--- config.mk ---
export PLATFORM = sky130hd
export DESIGN_NAME = dmem_port_arbiter
export DESIGN_NICKNAME = d
export VERILOG_FILES = /design/src/rtl/dmem_arb_pkg.sv /design/src/rtl/dmem_arb_grant.sv /design/src/rtl/dmem_port_arbiter.sv
export SDC_FILE = /design/constraint.sdc
export NUM_CORES = 1
export LEC_CHECK = 0
export CAP_MARGIN = 20
export CORE_AREA = 2 2 127 129
export CTS_CLUSTER_SIZE = 30
export DETAILED_ROUTE_END_ITERATION = 10
export DIE_AREA = 0 0 129 131
export GPL_ROUTABILITY_DRIVEN = 0
export PLACE_DENSITY = 0.56
export SLEW_MARGIN = 15
export SYNTH_ARGS = -nofsm -noshare
export SYNTH_HDL_FRONTEND = slang
export SYNTH_HIERARCHICAL = 1
export SYNTH_SLANG_ARGS = --single-unit
--- constraint.sdc ---
create_clock -name clk -period 2.6 [get_ports clk]
set_input_delay 0.39 -clock clk [delete_from_list [all_inputs] [get_ports clk]]
set_output_delay 0.39 -clock clk [all_outputs]
set_load 0.01 [all_outputs]
--- src/rtl/dmem_arb_pkg.sv ---
// Shared definitions for the data-memory port arbiter: port IDs, default widths.
// Latency: n/a (declarations only).
// Backpressure: n/a.
package dmem_arb_pkg;

    localparam int ADDR_W_DEF       = 32;
    localparam int DATA_W_DEF       = 32;
    localparam int STARVE_LIMIT_DEF = 4;
    localparam int STARVE_CNT_W     = 8;

    // Identifies which requester owns an in-flight read.
    typedef enum logic {
        PORT_CPU = 1'b0,
        PORT_DBG = 1'b1
    } port_id_e;

endpackage

--- src/rtl/dmem_arb_grant.sv ---
// Fixed-priority grant (port 0 wins) with an anti-starvation counter for port 1.
// Latency: grants are combinational; the counter updates on each rising edge.
// Backpressure: the refused port simply sees grant low and must hold its request.
//
// Ports: clk, rst_n (async active-low); req0_valid/req1_valid requests in;
//        grant0/grant1 out (at most one high).
module dmem_arb_grant
    import dmem_arb_pkg::*;
#(
    parameter int STARVE_LIMIT = STARVE_LIMIT_DEF
) (
    input  logic clk,
    input  logic rst_n,
    input  logic req0_valid,
    input  logic req1_valid,
    output logic grant0,
    output logic grant1
);

    localparam logic [STARVE_CNT_W-1:0] LIMIT = STARVE_CNT_W'(STARVE_LIMIT);

    logic [STARVE_CNT_W-1:0] starve_cnt_q;
    logic [STARVE_CNT_W-1:0] starve_cnt_d;
    logic                    force1;

    assign force1 = (starve_cnt_q >= LIMIT);

    always_comb begin
        grant1       = req1_valid & (force1 | ~req0_valid);
        grant0       = req0_valid & ~grant1;
        starve_cnt_d = starve_cnt_q;
        // Credit never carries over: a withdrawn port 1 request restarts the count.
        if (!req1_valid || grant1) begin
            starve_cnt_d = '0;
        end else if (starve_cnt_q != '1) begin
            starve_cnt_d = starve_cnt_q + STARVE_CNT_W'(1);
        end
    end

    always_ff @(posedge clk or negedge rst_n) begin
        if (!rst_n) begin
            starve_cnt_q <= '0;
        end else begin
            starve_cnt_q <= starve_cnt_d;
        end
    end

endmodule

--- src/rtl/dmem_port_arbiter.sv ---
// Shares one data-memory port between the CPU (port 0) and a debug/DMA loader (port 1).
// Latency: request to memory is combinational; read data returns 1 cycle after accept.
// Backpressure: reqN_ready low refuses the request; responses cannot be stalled.
//
// Ports: clk, rst_n (async active-low);
//        reqN_valid/ready/we/addr/wdata  request side, N = 0,1;
//        rspN_valid/rdata                read response side;
//        mem_addr_r/addr_w/read/write/wdata, mem_rdata  memory with registered read.
module dmem_port_arbiter
    import dmem_arb_pkg::*;
#(
    parameter int ADDR_W       = ADDR_W_DEF,
    parameter int DATA_W       = DATA_W_DEF,
    parameter int STARVE_LIMIT = STARVE_LIMIT_DEF
) (
    input  logic              clk,
    input  logic              rst_n,

    input  logic              req0_valid,
    output logic              req0_ready,
    input  logic              req0_we,
    input  logic [ADDR_W-1:0] req0_addr,
    input  logic [DATA_W-1:0] req0_wdata,
    output logic              rsp0_valid,
    output logic [DATA_W-1:0] rsp0_rdata,

    input  logic              req1_valid,
    output logic              req1_ready,
    input  logic              req1_we,
    input  logic [ADDR_W-1:0] req1_addr,
    input  logic [DATA_W-1:0] req1_wdata,
    output logic              rsp1_valid,
    output logic [DATA_W-1:0] rsp1_rdata,

    output logic [ADDR_W-1:0] mem_addr_r,
    output logic [ADDR_W-1:0] mem_addr_w,
    output logic              mem_read,
    output logic              mem_write,
    output logic [DATA_W-1:0] mem_wdata,
    input  logic [DATA_W-1:0] mem_rdata
);

    logic     grant0;
    logic     grant1;
    logic     pending_q;
    logic     pending_d;
    port_id_e owner_q;
    port_id_e owner_d;

    dmem_arb_grant #(
        .STARVE_LIMIT (STARVE_LIMIT)
    ) u_grant (
        .clk        (clk),
        .rst_n      (rst_n),
        .req0_valid (req0_valid),
        .req1_valid (req1_valid),
        .grant0     (grant0),
        .grant1     (grant1)
    );

    assign req0_ready = grant0;
    assign req1_ready = grant1;

    // Memory mux: drives are zero whenever nothing is granted.
    always_comb begin
        mem_addr_r = '0;
        mem_addr_w = '0;
        mem_wdata  = '0;
        mem_read   = 1'b0;
        mem_write  = 1'b0;
        if (grant1) begin
            mem_addr_r = req1_addr;
            mem_addr_w = req1_addr;
            mem_wdata  = req1_wdata;
            mem_read   = ~req1_we;
            mem_write  = req1_we;
        end else if (grant0) begin
            mem_addr_r = req0_addr;
            mem_addr_w = req0_addr;
            mem_wdata  = req0_wdata;
            mem_read   = ~req0_we;
            mem_write  = req0_we;
        end
    end

    // Track the single read that can be in flight; owner only moves on a read accept.
    always_comb begin
        pending_d = mem_read;
        owner_d   = owner_q;
        if (mem_read) begin
            owner_d = grant1 ? PORT_DBG : PORT_CPU;
        end
    end

    always_ff @(posedge clk or negedge rst_n) begin
        if (!rst_n) begin
            pending_q <= 1'b0;
            owner_q   <= PORT_CPU;
        end else begin
            pending_q <= pending_d;
            owner_q   <= owner_d;
        end
    end

    // Memory output is already registered, so read data is passed straight through.
    always_comb begin
        rsp0_valid = pending_q & (owner_q == PORT_CPU);
        rsp1_valid = pending_q & (owner_q == PORT_DBG);
        rsp0_rdata = rsp0_valid ? mem_rdata : '0;
        rsp1_rdata = rsp1_valid ? mem_rdata : '0;
    end

endmodule

# After elaboration in Yosys (flattened, before gate mapping)

Index checks and enable logic that the tools add are counted.

Add/sub/neg operators: 1
Magnitude comparators: 1
Eq/ne operators: 1
Multiplexer cells: 13
Bitwise operators: 10
Reduce and logical (&&, ||, !) cells: 3

Operator list:

| operator                                                                             | count |
|---|---|
| 32-bit two-way mux                                                                   | 6 |
| 8-bit two-way mux                                                                    | 2 |
| 8-bit by 1-bit adder with 8-bit output (second input constant)                       | 1 |
| 8-bit by 3-bit greater-or-equal comparator with 1-bit output (second input constant) | 1 |
| 8-bit inequality test (second input constant)                                        | 1 |
| 1-bit two-way mux                                                                    | 5 |
| 1-bit NOT                                                                            | 5 |
| 1-bit AND                                                                            | 4 |
| 2-bit nonzero test                                                                   | 1 |
| 1-bit logical NOT                                                                    | 1 |
| 1-bit logical OR                                                                     | 1 |
| 1-bit bitwise OR                                                                     | 1 |

Flip-flop bits (word level): 10
Input bits: 166
Output and inout bits: 166
Word-level logic and storage cells: 32

# Logic depth before layout (Yosys ltp)

Gate-level depths: netlist of run 1.

Word-level depth: 7
Gate-level depth with buffers: 9
Gate-level depth less buffers: 5

# Hierarchy

Netlist of run 1, hierarchy kept.

Modules (own cells, without submodules):

| module            | times used | cells each | area an instance (µm²) | seq. area each (µm²) |
|---|---|---|---|---|
| dmem_port_arbiter | 1          | 198        | 1564.0                 | 50.0 |
| dmem_arb_grant    | 1          | 26         | 329.1                  | 200.2 |

# Worst setup path after synthesis of run 1

No wires, ideal clock.

Kind: reg-to-output
From: reg u_grant.starve_cnt_q[7]
To: out mem_addr_w[10]
Arrival: 1.968 ns
Data required time: 2.210 ns
Path slack: 0.242 ns
Stages on the path, launching flop included: 9
Path buffers: 3
Path through: dfrtp_1 > nor4b_4 > nand2_1 > a21boi_1 > nor2b_4 > buf_12 > buf_12 > a22o_1 > buf_4

Word-level cells in the longest chain between the ends: 7

Ends and longest elaborated chain:

| what                                                         | RTL line                | text |
|---|---|---|
| from (decl)                                                  | dmem_arb_grant.sv:22    | `logic [STARVE_CNT_W-1:0] starve_cnt_q;` |
| from (signal assigned)                                       | dmem_arb_grant.sv:44    | `starve_cnt_q <= starve_cnt_d;` |
| 8-bit by 3-bit greater-or-equal comparator with 1-bit output | dmem_arb_grant.sv:26    | `assign force1 = (starve_cnt_q >= LIMIT);` |
| 1-bit bitwise OR                                             | dmem_arb_grant.sv:29    | `grant1 = req1_valid & (force1 \| ~req0_valid);` |
| 1-bit AND                                                    | dmem_arb_grant.sv:29    |  |
| 1-bit NOT                                                    | dmem_arb_grant.sv:30    | `grant0 = req0_valid & ~grant1;` |
| 1-bit AND                                                    | dmem_arb_grant.sv:30    |  |
| named net req0_ready                                         | dmem_port_arbiter.sv:20 | `output logic req0_ready,` |
| 32-bit two-way mux (2 in series)                             | --                      |  |
| to (decl)                                                    | dmem_port_arbiter.sv:36 | `output logic [ADDR_W-1:0] mem_addr_w,` |

The timed path passes the listed nets, and every way through them passes these cells.

# Final worst setup path of run 1

From: reg u_grant.starve_cnt_q[2]
To: out mem_addr_r[26]

Word-level cells in the longest chain between the ends: 7

Ends and longest elaborated chain:

| what                                                           | RTL line                | text |
|---|---|---|
| 8-bit by 3-bit greater-or-equal comparator with 1-bit output * | dmem_arb_grant.sv:26    |  |
| 1-bit bitwise OR *                                             | dmem_arb_grant.sv:29    |  |
| 1-bit AND *                                                    | dmem_arb_grant.sv:29    |  |
| 1-bit NOT                                                      | dmem_arb_grant.sv:30    |  |
| 1-bit AND                                                      | dmem_arb_grant.sv:30    |  |
| 32-bit two-way mux                                             | dmem_port_arbiter.sv:77 | `end else if (grant0) begin` |
| 32-bit two-way mux *                                           | dmem_port_arbiter.sv:71 | `if (grant1) begin` |
| to (decl)                                                      | dmem_port_arbiter.sv:35 | `output logic [ADDR_W-1:0] mem_addr_r,` |

Every way passes the cells marked *; elsewhere a longest branch is shown, timed or not.

==> results of run 1 <==
-- final cells by class --
| cell class | instances | area [sq um] |
|---|---|---|
| well taps | 216 | 270.3 |
| clock buffers | 3 | 75.07 |
| fillers | 1686 | 10500 |
| flip-flops and latches | 10 | 250.2 |
| multi-input cells | 159 | 1207 |
| inverters | 3 | 11.26 |
| repair buffers | 357 | 3284 |
-- registers in the layout, summed over array words and instances, names as in the netlist --
name	flops
owner_q	1
u_grant/starve_cnt_q	8
pending_q	1
-- cells by family after synthesis --
family,Yosys count,synth area share (%)
adders and majority gates,2,1.322
muxes,1,0.5288
AOI/OAI and AO/OA,69,31.06
other,1,0.1981
buffers and inverters,59,25.51
DFF,10,13.22
and+or+nand+nor,82,28.16
-- per-layer routing --
layer | track usage, % | share of wire (%) | vias to the layer above
met5 | 0 | 0 | -
met4 | 1.854 | 0.80 | 0
li1 | - | - | 1409
met2 | 22.47 | 52 | 170
met3 | 3.705 | 9.2 | 8
met1 | 15.03 | 38 | 1344
-- repair_timing --
item	CTS	global route
gates cloned	5	0
buffers inserted	8	2
endpoints found under the setup margin	98	73
pin swaps	13	11
resized for setup	233	103
-- critical path, stage by stage (launching register included) --
cell	delay [ns]
dfrtp_1	0.40
nor4b_4	0.29
nand2_1	0.12
a21boi_2	0.18
nor2b_4	0.21
buf_6	0.16
buf_16	0.14
a22o_1	0.15
dlygate4sd2_1	0.27
-- power by group through the flow --
| stage | combinational [uW] | sequential [uW] | clock [uW] |
|---|---|---|---|
| 6_report | 803 | 167 | 261 |
| 3_3_place_gp | 845 | 169 | 0 |
| 2_1_floorplan | 311 | 170 | 0 |
| 3_5_place_dp | 848 | 170 | 0 |
| 5_1_grt | 855 | 168 | 273 |
| 4_1_cts | 825 | 167 | 269 |
-- Yosys cell counts (all sizes together) --
cell / number / share of area (%)
clkbuf: 7 / 1.4
and4: 1 / 0.46
nand2: 5 / 0.99
buf: 49 / 24
a21boi: 1 / 0.40
and2: 34 / 11
mux2i: 1 / 0.53
and3: 32 / 11
nor4b: 1 / 1.3
ha: 2 / 1.3
inv: 3 / 0.59
nand4: 1 / 0.33
nor2: 2 / 0.40
dfrtp: 10 / 13
nor2b: 2 / 1.5
nand2b: 2 / 0.66
nand3: 1 / 0.53
nor3: 1 / 0.26
o21ai: 2 / 0.53
a21oi: 2 / 0.53
conb: 1 / 0.20
a22o: 64 / 30
-- per-stage QoR --
stage	area, sq um	worst slack (ns)
global route	5099	-0.1018
detailed placement	5129	-0.5020
CTS	5280	-0.03266
finish	5099	0.05155
global placement	5129	-0.4439
floorplan	1908	0.2425
-- placed cells by master, fill, tap and decap left out, types with 2 or more instances in the layout --
master / instances
nand2b_1: 2
dlygate4sd2_1: 4
buf_16: 6
o21ai_1: 2
buf_6: 2
and3_1: 32
clkbuf_2: 44
nor2_1: 2
inv_1: 3
clkdlybuf4s15_2: 7
buf_2: 35
conb_1: 5
a22o_4: 3
ha_1: 2
a22o_1: 61
clkbuf_16: 3
clkdlybuf4s50_1: 233
buf_12: 3
nor2b_4: 2
dfrtp_1: 10
buf_4: 17
a21oi_1: 2
nand2_1: 5
and2_1: 33
clkdlybuf4s15_1: 4
-- final timing paths --
check | start | to | slack (ns)
setup / recovery | u_grant/starve_cnt_q[2] | mem_addr_r[26] | 0.05
hold / removal | u_grant/starve_cnt_q[0] | u_grant/starve_cnt_q[0] | 0.47
setup reg to reg | u_grant/starve_cnt_q[2] | owner_q | 1.05
hold reg to reg | u_grant/starve_cnt_q[0] | u_grant/starve_cnt_q[0] | 0.47
max in group asynchronous | rst_n | u_grant/starve_cnt_q[3] | 1.81
min in group asynchronous | rst_n | u_grant/starve_cnt_q[0] | 0.48
==> results_dict.tcl, run 1 <==
set metrics [dict create \
    dp_cells 730 \
    port_buffers 331 \
    switching_power_uw 373.5 \
    grt_usage_pct 12.48 \
    num_vias 2931 \
    rsz0062_at_grt "true" \
    switching_share_pct 30.35 \
    wl_per_cell_um 16.16 \
    power_uw 1230 \
    power.density_nw_per_um2 241.3 \
    cts-root-buf "clkbuf_16" \
    final_cells 748 \
    firstDrtPassIters 4 \
    fin_nets 702 \
    p_int_uw 857.0 \
    grt_overflow 0 \
    outcome "complete, no violations" \
    seqPwrFrac_pct 13.6 \
    syn_inst 224 \
    yosysWarnings 6 \
    whs_ns 0.4704 \
    clk_latency_ns 0.23 \
    ant_nets 0 \
    cp-end-kind "output pin" \
    tns_ns 0 \
    synth_cell_types 25 \
    worst_pin_slew_ns 0.5188 \
    clk_pin_slew_worst_paths_ns 0.04 \
    via_per_inst 3.918 \
    area_delta_synth_final_pct 169.3 \
    cts_hold_buf 0 \
    ioPinCount 332 \
    required_ns 2.21 \
    layout-drive-gt1-share_pct 23.87 \
    power_frac_comb_pct 65.2 \
    cts_buffers 3 \
    diodes 0 \
    arrival_ns 2.16 \
    maxCapViolCount 0 \
    whs_path_depth 1 \
    drtIter0Drc 88 \
    reg2reg_depth 6 \
    grt_max_degree 36 \
    final_util_pct 32.69 \
    post-route-period-util_pct 98.02 \
    synth_seq_cells 10 \
    grt_pass1_vias 2877 \
    irDropWorstVdd_mv 0.2122 \
    dpl.hpwl_um 9561 \
    core-area_sq_um 15600 \
    worstSetupPathType "register to output pin" \
    start_util_pct 12.14 \
    finalHoldViolCount 0 \
    finClkSkew_ns 0.0008780 \
    antenna_found_initial 0 \
    cts_max_path_buffers 2 \
    die_y_um 131 \
    htreeDepth 1 \
    startpoint_type "register" \
    seq_area_frac_synth_pct 13.22 \
    die_area_sq_um 16900 \
    slew_headroom_pct 65.34 \
    power_leakage_uw 0.002286 \
    fmax_ghz 0.3924 \
    drt_wl_total_um 12090 \
    cts_tree "done" \
    min_path_type "register to register" \
    syn_area_sq_um 1893 \
    post-route-min-period_ns 2.548 \
    cts.sinks 10 \
    rows 46 \
    synth_area_per_cell_sq_um 8.451 \
    worstPathMaxFanout 8 \
    setup_viol 0 \
    grt_pass1_wl_um 16410 \
    clockPowerShare_pct 21.2 \
    die_w_um 129 \
    drc 0 \
    final_max_slew_viol_count 0 \
]
No activity file was read; power rests on OpenSTA's default activity.
==> inputs of run 2 (changes only) <==
Settings changed: CORE_AREA 2 2 127 129 to 2 2 128 130, DIE_AREA 0 0 129 131 to 0 0 130 132, DONT_BUFFER_PORTS set to 1, PLACE_DENSITY 0.56 to 0.3, SLEW_MARGIN 15 to not set.
==> run 2 against run 1 <==
Effect of this change:
- die area up 1.5%
- total power fell by 38%
- clock power is essentially flat
==> results_dict.tcl, run 2 (synthesis results as in run 1) <==
set metrics [dict create \
    die_area_sq_um 17160 \
    whs_path_depth 2 \
    power.density_nw_per_um2 369.1 \
    cp_num_buf_inv 3 \
    holdPathEnd "u_grant/starve_cnt_q[0]" \
    reg2reg_depth 5 \
    cts-root-buf "clkbuf_16" \
    grt_overflow 0 \
    arrival_ns 2.08 \
    core-area_sq_um 15710 \
    fmax_ghz 0.4044 \
    required_ns 2.21 \
    cts_buffers 3 \
    ant_nets 0 \
    worstHoldStart "req1_valid" \
    power_leakage_uw 0.0008928 \
    clk_latency_ns 0.23 \
    drtIter0Drc 65 \
    port_buffers 0 \
    cts_tree "done" \
    setup_viol 0 \
    rows 46 \
    worst_pin_slew_ns 0.5538 \
    reg.largest.list "u_grant/starve_cnt_q: 8 flops, owner_q: 1 flops, pending_q: 1 flops" \
    layout-drive-gt1-share_pct 17.00 \
    final_max_slew_viol_count 0 \
    critPathTopFamily "simple AND/OR/NAND/NOR gates" \
    drt_wl_total_um 7544 \
    dp_cells 407 \
    r2r_end "pending_q" \
    final_cells 416 \
    cts_max_path_buffers 2 \
    via_per_inst 4.163 \
    crit_path_top_delay_cell "dfrtp_1" \
    grt_usage_pct 6.763 \
    worstPathMaxFanout 16 \
    wl_per_cell_um 18.13 \
    ioPinCount 332 \
    clk_pin_slew_worst_paths_ns 0.04 \
    post-route-min-period_ns 2.473 \
    outcome "complete, no violations" \
    cp.depth 8 \
    start_util_pct 12.05 \
    grt_pass1_vias 1591 \
    min_path_type "input port to register" \
    worstSetupPathType "register to output pin" \
    startpoint_type "register" \
    die_y_um 132 \
    final_cell_mix "64 x a22o_1, 33 x and2_1, 32 x and3_1" \
    top_register "u_grant/starve_cnt_q" \
    tns_ns 0 \
    area_delta_synth_final_pct 8.592 \
    critPathMostFrequentCell "buf_4" \
    placed_area_sq_um 1876 \
    finalHoldViolCount 0 \
    crit_chain "nor4b_4 > nand2_1 > a21boi_2 > nor2b_4 > buf_4 > buf_12 > a22o_1 > buf_4" \
    htreeDepth 1 \
    diodes 0 \
    drc 0 \
    critPathMaxStageDelay_ns 0.39 \
    num_vias 1732 \
    maxCapViolCount 0 \
    cp-end-kind "output pin" \
    irDropWorstVdd_mv 0.1846 \
    r2r-start "u_grant/starve_cnt_q[7]" \
    firstDrtPassIters 4 \
    final_common_cell "a22o_1" \
    grt_pass1_wl_um 8997 \
    largest_reg_flops 8 \
    post-route-period-util_pct 95.10 \
    grt_max_degree 70 \
    design_area_sq_um 2056 \
    fin_nets 370 \
    dpl.hpwl_um 5862 \
    antenna_found_initial 0 \
    die_w_um 130 \
    finClkSkew_ns 0.001949 \
    rrSetupSlack_ns 0.85 \
    slew_headroom_pct 63.00 \
    cts.sinks 10 \
]
-- run 2: cell types whose count changed in the layout (fill, tap and decap cells not counted), sizes merged --
| cell | previous run | this run |
|---|---|---|
| dlygate4sd3 | 0 | 1 |
| buf | 64 | 22 |
| clkbuf | 47 | 5 |
| dlymetal6s2s | 1 | 0 |
| clkdlybuf4s15 | 11 | 0 |
| clkdlybuf4s50 | 233 | 0 |
| dlygate4sd2 | 4 | 0 |
-- run 2: report_power, final --
group / total [uW] / switching (uW) / internal, uW
registers: 168 / 4.85 / 163
logic: 329 / 206 / 123
clock network: 263 / 63.9 / 199
-- run 2: worst max path at each step --
| stage | from | endpoint | slack (ns) |
|---|---|---|---|
| 2_1_floorplan | u_grant/starve_cnt_q[7] | mem_addr_w[10] | 0.24 |
| 6_report | u_grant/starve_cnt_q[7] | mem_addr_r[22] | 0.13 |
| 3_5_place_dp | u_grant/starve_cnt_q[7] | mem_addr_r[22] | 0.34 |
| 4_1_cts | u_grant/starve_cnt_q[7] | mem_addr_r[22] | 0.09 |
| 3_3_place_gp | u_grant/starve_cnt_q[7] | mem_addr_r[22] | 0.37 |
| 5_1_grt | u_grant/starve_cnt_q[7] | mem_addr_r[22] | -0.0006 |
-- run 2: final cells by class --
class	count	area, sq um
fill	1806	13660
sequential	10	250.2
multi-input combinational	159	1186
tap	216	270.3
inverter	3	11.26
timing repair buffer	25	262.8
clock buffer	3	75.07
-- run 2: per-layer routing --
metal / vias up / track usage [%] / wire (um)
met3: 8 / 1.786 / 727
met2: 188 / 13.35 / 4121
met1: 801 / 6.773 / 2580
met4: 0 / 1.912 / 114
li1: 735 / - / -
met5: - / 0 / 0
-- run 2: per-stage QoR --
| step | hold WS, ns | utilization (%) | worst slack (ns) | total power (uW) |
|---|---|---|---|---|
| floorplan | 0.09441 | - | 0.2425 | 481.1 |
| global placement | 0.09463 | 11.94 | 0.3685 | 480.4 |
| detailed placement | 0.09462 | 11.94 | 0.3391 | 479.9 |
| CTS | 0.3093 | 12.48 | 0.09086 | 751.3 |
| global route | 0.3079 | 13.08 | -0.0006157 | 803.2 |
| finish | 0.3127 | 13.08 | 0.1273 | 758.8 |
-- run 2: worst register-to-register path: stages (launching register included) --
cell and delay [ns]:
dfrtp_1 0.39, nor4b_4 0.31, nand2_1 0.13, and2_4 0.21, buf_12 0.18, mux2i_1 0.38
-- run 2: repair_timing --
item | in CTS | in global routing
hold buffers | 1 | 0
endpoints found under the setup margin | 0 | 51
endpoints found under the hold margin | 10 | 0
buffers inserted | 0 | 3
gates resized for setup | 0 | 3
==> RTL change: new RTL, settings of run 1 <==
`STARVE_CNT_W`: 8 -> 7.
--- a/src/rtl/dmem_arb_pkg.sv
+++ b/src/rtl/dmem_arb_pkg.sv
@@ -7,5 +7,5 @@
     localparam int DATA_W_DEF       = 32;
     localparam int STARVE_LIMIT_DEF = 4;
-    localparam int STARVE_CNT_W     = 8;
+    localparam int STARVE_CNT_W     = 7;
 
     // Identifies which requester owns an in-flight read.
Check against the original RTL: no difference found for any inputs over 10 cycles, from zero or initial values and one cycle with rst_n low; that may be too few to reach the edited logic, so the function may still have changed.
==> RTL change against run 1 <==
  * The flow now finishes with violations (setup timing)
  * Routed wire length is 10% higher
  * Die area stayed put
  * Combinational power is 13% higher
  * Critical path type unchanged
  * Sequential cell count is 1 lower
  * Synthesized area is 2.0% lower
  * Setup slack worse by 100 ps
  * Clock power is 4% higher
  * Design area is 3.3% higher
  * Power is 7.8% higher
  * Largest power group unchanged
==> RTL change: results (changes against run 1) <==
| Metric | Value |
|---|---|
| Status | complete, but fails checks |
| Failing checks | setup timing |
| WL/cell | 17.9 um (+11%) |
| Clk_lat worst skew | 230 ps (about the same) |
| Inserted Clock Buffers | 3 (unchanged) |
| Met3 Routed Length | 864 um (-22%) |
| HP Class | in -> async |
| Area contributors post-synth | a22o_1 30%, buf_4 13%, dfrtp_1 12%, and2_1 11%, and3_1 11% |
| Top Metal Used | met4 |
| Worst R2R Setup Slack | 760 ps (-290 ps) |
| Tot GR Track Use | 13.9% (+1.5 points) |
| Drt initial violations | 83 (-5.7%) |
| Clock Root Buffer | clkbuf_16 |
| Post-DRT Antenna Nets | 0 (unchanged) |
| Seq/Total Area, Yosys | 12.1% (-1.1 points) |
| Worst Reg2Reg Path Length in Cells | 6 (unchanged) |
| Async S/R FF share, synth | 100% (unchanged) |
| Capturing point of the worst reg2reg path | pending_q$_DFF_PN0_ |
| Initial antenna violation count | 0 (unchanged) |
| PortBufs | 331 (unchanged) |
| Worst Setup Slack, final | -51.9 ps (-103 ps) |
| Post-placement cell area | 5110 um2 (-0.39%) |
| Slowest-stage cell, CP | or4_4 |
| CTS max path bufs | 2 (unchanged) |
| WL met2 | 7340 um (+18%) |
| Final Setup Violations | 22 (+22) |
| Drt pass-1 iters | 4 (unchanged) |
| Via density | 3.99 (+1.7%) |
| Wire length on met1 | 5020 um (+8.1%) |
| Final HPWL DP | 10200 um (+6.4%) |
| Setup TNS | -378 ps (-378 ps) |
| Clock skew | 1.99 ps (+1.11 ps) |
| Unique cell type count in the Yosys netlist | 23 (-8.0%) |
| WP data arrival | 2260 ps (+100 ps) |
| Global-route wire length before repair | 18000 um (+9.9%) |
| Top cells by count, synth | 64 x a22o_1, 33 x and2_1, 33 x buf_4, 32 x and3_1, 9 x dfrtp_1 |
| # diodes | 0 (unchanged) |
| Critical Path Max Stage Delay | 560 ps (+160 ps) |
| Lkg Pwr | 2.36 nW (+3.3%) |
| CTS clk-pin slew, worst paths | 40 ps (about the same) |
| Top FF cell, synth | dfrtp_1 |
| H-tree depth | 1 (unchanged) |
| Final net count | 698 (-0.57%) |
| Worst Max-Slew Pin Slew | 552 ps (+33.2 ps) |
| Share of layout cells above drive strength 1 | 27.4% (+3.5 points) |
| Critical Path Sink | mem_addr_r[10] |
| Maximum vdd ir drop | 0.232 mV (+9.5%) |
| Pre-CTS setup slack | -312 ps (+191 ps) |
| Top Registers | u_grant/starve_cnt_q: 7 flops, owner_q: 1 flops, pending_q: 1 flops |
| Worst Setup SP | u_grant/starve_cnt_q[5]$_DFFE_PN0P_ |
## RTL change: cell families after synthesis
family | synth area share [%]
buffers and inverters | 26.0
multiplexers | 0.540
flip-flops | 12.1
AO/OA/AOI/OAI | 31.9
AND/OR/NAND/NOR | 27.8
other | 0.202
adder cells (fa/ha/maj) | 1.35
## RTL change: repair_timing
action,4_1_cts,5_1_grt
cloned,7,2
gates resized for setup,363,60
endpoints found under the setup margin,98,90
buffers inserted,4,0
pin swaps,9,6
## RTL change: through the flow
stage / instances / total power, mW / hold WS, ps / util [%]
6_report: 745 / 1.33 / 459 / 33.8
5_1_grt: 745 / 1.39 / 498 / 33.8
4_1_cts: 743 / 1.30 / 471 / 33.2
3_5_place_dp: 728 / 1.05 / 487 / 32.8
3_3_place_gp: 728 / 1.05 / 466 / 32.8
2_1_floorplan: 223 / 0.485 / 94.4 / -
## RTL change: worst max-delay path: cells and delay by family (launching register included)
kind / cells / cell delay [ps]
buf+inv: 4 / 540
flops: 1 / 350
simple gates: 2 / 710
compound gates: 2 / 420
## RTL change: how the worst min path moves through the flow
stage	end	slack (ps)	cells past startpoint
global route	u_grant/starve_cnt_q[6]$_DFFE_PN0P_	500	1
global placement	u_grant/starve_cnt_q[0]$_DFFE_PN0P_	470	1
CTS	u_grant/starve_cnt_q[6]$_DFFE_PN0P_	470	1
detailed placement	u_grant/starve_cnt_q[0]$_DFFE_PN0P_	490	1
finish	u_grant/starve_cnt_q[6]$_DFFE_PN0P_	460	1
floorplan	owner_q$_DFFE_PN0P_	90	0
## RTL change: layout make-up
type	instances	area [um2]
clock buffers	4	78.8
fillers	1621	10300
inverters	3	11.3
multi-input cells	155	1260
flip-flops and latches	9	225
well taps	216	270
repair buffers	358	3420
## RTL change: per-layer routing
metal  GRT usage, %  up-vias
met5              0        -
met4           2.43        0
met3           2.40        6
met2           26.8      174
met1           16.3     1393
li1               -     1396
## RTL change: where the power goes
group / total, mW / internal (mW) / switching (mW)
Sequential: 0.149 / 0.147 / 0.00278
Clock: 0.271 / 0.205 / 0.0661
Combinational: 0.906 / 0.556 / 0.350
